`src/rtl/csa_resolve_32.sv`:
```
// Two-stage carry-propagate resolver for carry-save pairs, with Q15 extraction.
// Define CSA_ROUND_EN to round half-up instead of truncating the Q15 result.
module csa_resolve_32 #(
    parameter int TAG_W = 4
) (
    input  logic             clk,
    input  logic             rst_n,
    input  logic             in_valid,
    output logic             in_ready,
    input  logic [31:0]      in_c,
    input  logic [31:0]      in_s,
    input  logic [TAG_W-1:0] in_tag,
    output logic             out_valid,
    input  logic             out_ready,
    output logic [31:0]      out_prod,
    output logic [15:0]      out_q15,
    output logic [TAG_W-1:0] out_tag
);

    logic             r_v1;
    logic             r_v2;
    logic [15:0]      r_lo;
    logic             r_k;
    logic [15:0]      r_s_hi;
    logic [15:0]      r_c_hi;
    logic [TAG_W-1:0] r_tag1;
    logic [31:0]      r_prod;
    logic [15:0]      r_q15;
    logic [TAG_W-1:0] r_tag2;

    logic             w_ld1;
    logic             w_ld2;
    logic [16:0]      w_lo;
    logic [15:0]      w_hi;
    logic [31:0]      w_prod;
    logic [15:0]      w_q_base;
    logic [15:0]      w_q;
    logic [15:0]      w_q15;

    assign in_ready  = !r_v1 || !r_v2 || out_ready;
    assign w_ld1     = in_valid && in_ready;
    assign w_ld2     = r_v1 && (!r_v2 || out_ready);
    assign out_valid = r_v2;
    assign out_prod  = r_prod;
    assign out_q15   = r_q15;
    assign out_tag   = r_tag2;

    assign w_lo   = {1'b0, in_s[15:0]} + {1'b0, in_c[14:0], 1'b0};
    assign w_hi   = r_s_hi + r_c_hi + {15'd0, r_k};
    assign w_prod = {w_hi, r_lo};

    assign w_q_base = w_prod[30:15];

`ifdef CSA_ROUND_EN
    // The rounding increment never wraps the positive limit.
    assign w_q = (w_q_base == 16'h7FFF) ? w_q_base
                                        : w_q_base + {15'd0, w_prod[14]};
`else
    assign w_q = w_q_base;
`endif

    always_comb begin
        w_q15 = w_q;
        if (!w_prod[31] && w_prod[30]) begin
            w_q15 = 16'h7FFF;
        end else if (w_prod[31] && !w_prod[30]) begin
            w_q15 = 16'h8000;
        end
    end

    always_ff @(posedge clk or negedge rst_n) begin
        if (!rst_n) begin
            r_v1 <= 1'b0;
            r_v2 <= 1'b0;
        end else begin
            if (w_ld1) begin
                r_v1 <= 1'b1;
            end else if (w_ld2) begin
                r_v1 <= 1'b0;
            end
            if (w_ld2) begin
                r_v2 <= 1'b1;
            end else if (out_ready) begin
                r_v2 <= 1'b0;
            end
        end
    end

    always_ff @(posedge clk or negedge rst_n) begin
        if (!rst_n) begin
            r_lo   <= '0;
            r_k    <= 1'b0;
            r_s_hi <= '0;
            r_c_hi <= '0;
            r_tag1 <= '0;
        end else if (w_ld1) begin
            r_lo   <= w_lo[15:0];
            r_k    <= w_lo[16];
            r_s_hi <= in_s[31:16];
            r_c_hi <= in_c[30:15];
            r_tag1 <= in_tag;
        end
    end

    always_ff @(posedge clk or negedge rst_n) begin
        if (!rst_n) begin
            r_prod <= '0;
            r_q15  <= '0;
            r_tag2 <= '0;
        end else if (w_ld2) begin
            r_prod <= w_prod;
            r_q15  <= w_q15;
            r_tag2 <= r_tag1;
        end
    end

endmodule

```
`config.mk`:
```
export PLATFORM = sky130hd
export DESIGN_NAME = csa_resolve_32
export DESIGN_NICKNAME = d
export VERILOG_FILES = /design/src/rtl/csa_resolve_32.sv
export SDC_FILE = /design/constraint.sdc
export NUM_CORES = 1
export LEC_CHECK = 0
export CAP_MARGIN = 20
export CORE_ASPECT_RATIO = 0.75
export CORE_MARGIN = 2
export CORE_UTILIZATION = 35
export CTS_CLUSTER_DIAMETER = 60
export DETAILED_ROUTE_END_ITERATION = 7
export GPL_ROUTABILITY_DRIVEN = 0
export PLACE_DENSITY_LB_ADDON = 0.15
export SYNTH_ARGS = -nofsm -noshare
export SYNTH_HDL_FRONTEND = slang
export SYNTH_SLANG_ARGS = --single-unit
```
`constraint.sdc`:
```
create_clock -name clk -period 3.39 [get_ports clk]
set_input_delay 0.678 -clock clk [delete_from_list [all_inputs] [get_ports clk]]
set_output_delay 0.678 -clock clk [all_outputs]
set_load 0.01 [all_outputs]
```
**Word level (Yosys, flattened, before mapping)**

Cells that the tools add are included.

- Register bits after elaboration: 107
- Memory bits (writable): 0
- Memory bits (read-only): 0
- Bits in latches: 0
- Logic and storage cells: 32
- Memories: 0
- Output and inout bits: 54

- $lt $le $gt $ge: 0
- Bitwise operators: 0
- Reductions and logical operators: 13
- Multipliers: 0
- Shift-type cells: 0
- Eq/ne operators: 0
- Multiplexer cells: 6
- $add $sub $neg: 3
- Div/mod/pow operators: 0

Operators by type and width:

| cell | count |
|---|---|
| $mux 16 | 2 |
| $add 16x16->17 | 1 |
| $add 16x1->16 | 1 |
| $add 16x16->16 | 1 |
| $logic_and 1x1->1 | 4 |
| $logic_not 1->1 | 4 |
| $mux 1 | 4 |
| $reduce_bool 2->1 | 2 |
| $logic_or 1x1->1 | 3 |

**Longest topological paths before layout**

- Word-level depth: 6
- Depth in mapped cells: 11
- Gate-level depth less buffers: 10

**Least setup slack after synthesis**

No wires, ideal clock.

- Path kind: in2reg
- Start: input port in_c[0]
- End: register r_lo[13]
- Data arrival time: 2.335 ns
- Path slack: 0.940 ns
- Stages: 10
- Required time: 3.274 ns
- Cell sequence: ha_1 > inv_1 > fa_1 > nor2b_1 > o21ai_0 > a21oi_1 > o211ai_1 > a21oi_1 > o21ai_0 > o311ai_0

- Cells in the longest elaborated chain, start to end: 1

RTL lines:

| what | RTL line | text |
|---|---|---|
| start: declaration | 10 | `input logic [31:0] in_c,` |
| $add 16x16->17 | 48 | `assign w_lo = {1'b0, in_s[15:0]} + {1'b0, in_c[14:0], 1'b0};` |
| end signal: assignment | 97 | `r_lo <= w_lo[15:0];` |
| end: declaration | 22 | `logic [15:0] r_lo;` |

No other way between the ends.
A chain may end at the register's enable or synchronous reset.

**Final worst setup path**

Same ends and word-level chain as after synthesis.

==> flow_results.xml <==
<?xml version="1.0" encoding="UTF-8"?>
<metrics>
  <group name="run_status">
    <metric name="outcome" unit="">finished clean</metric>
  </group>
  <group name="yosys">
    <metric name="post-synth-top-count-cell" unit="">nand2_1</metric>
    <metric name="syn_inst" unit="">573</metric>
    <metric name="ys_async_rst_share" unit="%">100</metric>
    <metric name="sequential_to_total_area_share_from_yosys_stat" unit="%">48.4</metric>
    <metric name="synth.net_count" unit="">677</metric>
    <metric name="postSynth.topFlopCell" unit="">dfrtp_1</metric>
    <metric name="synthTopCellsByCount" unit="">nand2_1, dfrtp_1, o21ai_0</metric>
    <metric name="yosys-top-cells-area" unit="">dfrtp_1, nand2_1, ha_1</metric>
    <metric name="syn_warnings" unit="">0</metric>
    <metric name="synth_edf_count" unit="">0</metric>
    <metric name="synth.top_cell.area_share" unit="%">48.4</metric>
    <metric name="average_instance_area_after_synthesis" unit="µm²">9.65</metric>
    <metric name="synth_cell_types" unit="">59</metric>
    <metric name="synthesis.area" unit="µm²">5530</metric>
    <metric name="post-synth-top-area-cell" unit="">dfrtp_1</metric>
    <metric name="yosys_register_bits" unit="">107</metric>
  </group>
  <group name="detailed_routing">
    <metric name="wl_per_cell" unit="µm">14.8</metric>
    <metric name="routed_wirelength" unit="mm">13.3</metric>
    <metric name="drc" unit="">0</metric>
    <metric name="routed_via_density" unit="">4.92</metric>
    <metric name="routed-via-count" unit="">4435</metric>
    <metric name="drt_iter0_drc" unit="">211</metric>
    <metric name="first_pass_drt_iterations" unit="">4</metric>
    <metric name="final_antenna_net_count" unit="">0</metric>
  </group>
  <group name="pwr">
    <metric name="power.clock.fraction" unit="%">21.9</metric>
    <metric name="power.density_cell_area" unit="nW/µm²">652</metric>
    <metric name="net-switching-power" unit="µW">1580</metric>
    <metric name="swShare" unit="%">33.1</metric>
    <metric name="combinationalPowerShare" unit="%">39.4</metric>
    <metric name="power.ir.vdd_worst" unit="mV">0.257</metric>
    <metric name="seq_power_share" unit="%">38.7</metric>
    <metric name="power.static_leakage" unit="µW">0.00330</metric>
    <metric name="intPower" unit="µW">3180</metric>
  </group>
  <group name="sta">
    <metric name="setup_total_negative_slack" unit="ns">0</metric>
    <metric name="timing_hold_violations_final" unit="">0</metric>
    <metric name="timing.max_slew.rel_slack" unit="%">59.5</metric>
    <metric name="timing_max_transition_violations_final" unit="">0</metric>
    <metric name="fin_worst_skew" unit="ns">0.00990</metric>
    <metric name="post-route-min-period" unit="ns">2.84</metric>
    <metric name="whs" unit="ns">0.312</metric>
    <metric name="finalSetupViolCount" unit="">0</metric>
    <metric name="rsz0062_at_grt" unit="">false</metric>
    <metric name="achievable-frequency" unit="MHz">352</metric>
    <metric name="max_slew.worst_pin.slew" unit="ns">0.608</metric>
    <metric name="timing.final.ws_setup" unit="ns">0.546</metric>
    <metric name="period_share" unit="%">83.9</metric>
  </group>
  <group name="setup_path">
    <metric name="cp_data_required_time" unit="ns">3.63</metric>
    <metric name="arrival" unit="ns">3.08</metric>
    <metric name="crit_fanout" unit="">3</metric>
    <metric name="timing_worst_setup_path_type" unit="">in -&gt; reg</metric>
    <metric name="setup.worst_path.start_class" unit="">input pin</metric>
    <metric name="crit_path_end_kind" unit="">flip-flop</metric>
  </group>
  <group name="grt">
    <metric name="number_of_global_route_vias_before_repair" unit="">4462</metric>
    <metric name="track_usage" unit="%">16.7</metric>
    <metric name="wire_length_of_the_first_global_routing_pass" unit="mm">22.1</metric>
    <metric name="grt_antenna_before_repair" unit="">0</metric>
    <metric name="grt_max_degree" unit="">46</metric>
    <metric name="overflow_left_after_global_routing" unit="">0</metric>
  </group>
  <group name="clock_network">
    <metric name="cts.sinks" unit="">107</metric>
    <metric name="worst_skew_pair.late_latency" unit="ns">0.35</metric>
    <metric name="cts_post_setup_buffers_inserted" unit="">0</metric>
    <metric name="postCtsResizedCells" unit="">0</metric>
    <metric name="cts-htree-levels" unit="">3</metric>
    <metric name="total_clock_buffers_created_by_cts" unit="">9</metric>
    <metric name="cts-root-to-sink-buffers" unit="">2</metric>
    <metric name="hold_buffers" unit="">0</metric>
    <metric name="cts_root_buf" unit="">clkbuf_16</metric>
    <metric name="clock_tree_from_tritoncts" unit="">yes</metric>
    <metric name="clk_pin_slew" unit="ns">0.07</metric>
  </group>
  <group name="final_layout">
    <metric name="drive_gt1_share" unit="%">9.76</metric>
    <metric name="postLayoutCellArea" unit="µm²">7310</metric>
    <metric name="syn2layout_area_growth" unit="%">32.1</metric>
    <metric name="antenna-diode-count" unit="">0</metric>
    <metric name="finalCoreUtilization" unit="%">47.7</metric>
    <metric name="nets" unit="">796</metric>
  </group>
  <group name="place">
    <metric name="port_buffers" unit="">124</metric>
    <metric name="post_dp_cell_area" unit="µm²">7010</metric>
    <metric name="dpl.hpwl" unit="mm">10.2</metric>
    <metric name="preCtsSetupSlack" unit="ns">0.205</metric>
  </group>
  <group name="hold_path">
    <metric name="path_type_of_the_worst_min_delay_path" unit="">in -&gt; async</metric>
  </group>
  <group name="die">
    <metric name="rows" unit="">39</metric>
    <metric name="fp.dieW" unit="µm">149</metric>
    <metric name="coreArea" unit="µm²">15300</metric>
    <metric name="floorplan.die_area" unit="µm²">16800</metric>
    <metric name="boundaryPins" unit="">126</metric>
    <metric name="floorplan.initialDensity" unit="%">36.1</metric>
    <metric name="die_extent_in_y" unit="µm">113</metric>
  </group>
  <group name="run">
    <metric name="drv.max_cap_violation_count" unit="">0</metric>
  </group>
</metrics>
-- power groups by stage --
stage	registers, µW	logic (µW)	clock network (µW)
floorplan	1940	895	0
global placement	1860	1860	0
detailed placement	1870	1880	0
CTS	1850	1890	1090
global route	1890	2070	1140
finish	1840	1870	1040
-- cells in the final DEF, fill, tap and decap left out, drive strengths merged, types with 2 or more instances in the layout --
cell type,netlist,final
a2111oi,2,2
a211oi,6,6
a21boi,3,3
a21o,8,8
a21oi,29,29
and2,2,2
and3,4,4
buf,12,8
clkbuf,11,10
clkdlybuf4s50,0,123
clkinv,0,2
clkinvlp,0,2
dfrtp,107,107
fa,3,3
ha,29,29
inv,13,14
mux2,30,30
nand2,163,163
nand2b,5,5
nand3,9,9
nand4,6,6
nor2,22,22
nor3,9,9
o2111ai,2,2
o211ai,6,6
o21a,4,4
o21ai,41,41
o21bai,2,2
o31ai,4,4
or3,3,3
xnor2,12,12
xor2,9,9
-- final timing paths --
kind | startpoint | end | slack (ns) | cells past startpoint
min in group clk | r_lo[5] | r_lo[5] | 0.48 | 2
hold / removal | rst_n | r_lo[7] | 0.31 | 1
setup reg to reg | r_k | out_q15[9] | 0.60 | 10
setup / recovery | in_c[0] | r_lo[13] | 0.55 | 11
max in group asynchronous | rst_n | out_prod[27] | 2.34 | 2
hold reg to reg | r_lo[5] | r_lo[5] | 0.48 | 2
-- metrics by stage --
stage	power, µW	instances
after floorplan	2840	573
after global placement	3720	886
after detailed placement	3760	886
after CTS	4830	902
after global routing	5090	902
final	4760	902
-- registers in the layout, summed over array words and instances, names as in the netlist --
signal / flops
out_prod: 32
out_q15: 16
r_c_hi: 16
r_lo: 16
r_s_hi: 16
out_tag: 4
r_tag1: 4
out_valid: 1
r_k: 1
r_v1: 1
-- cell families (layout without fill, tap and decap cells) --
kind of cell             Yosys count  in the layout  synth area share [%]
buffers and inverters             36            160                  2.85
AND/OR/NAND/NOR                  232            232                  18.0
AO/OA/AOI/OAI                    115            115                  13.7
adder cells (fa/ha/maj)           32             32                  7.65
flip-flops                       107            107                  48.4
XOR/XNOR                          21             21                  3.33
multiplexers                      30             30                  6.11
-- per-layer routing --
| layer | global-route usage (%) | wire [µm] | vias to the layer above |
|---|---|---|---|
| met1 | 23.1 | 6510 | 2117 |
| met2 | 25.5 | 5910 | 101 |
| met5 | 0 | 0 | - |
| met4 | 4.76 | 170 | 0 |
| li1 | - | - | 2206 |
| met3 | 5.28 | 735 | 11 |
-- final cells by class --
class	count	area (µm²)
fill	1472	8020
multi-input combinational	430	2700
sequential	107	2680
timing repair buffer	131	1330
tap	205	256
clock buffer	10	229
clock inverter	6	63.8
inverter	13	48.8
-- critical path, cell delays in order --
cell and delay [ns]:
clkdlybuf4s50_1 0.46, ha_1 0.16, inv_1 0.05, fa_1 0.40, nor2b_1 0.12, o21ai_0 0.11
a21oi_1 0.23, o211ai_1 0.18, a21oi_1 0.21, o21ai_0 0.13, o311ai_0 0.34
(Power assumes the default switching activity.)
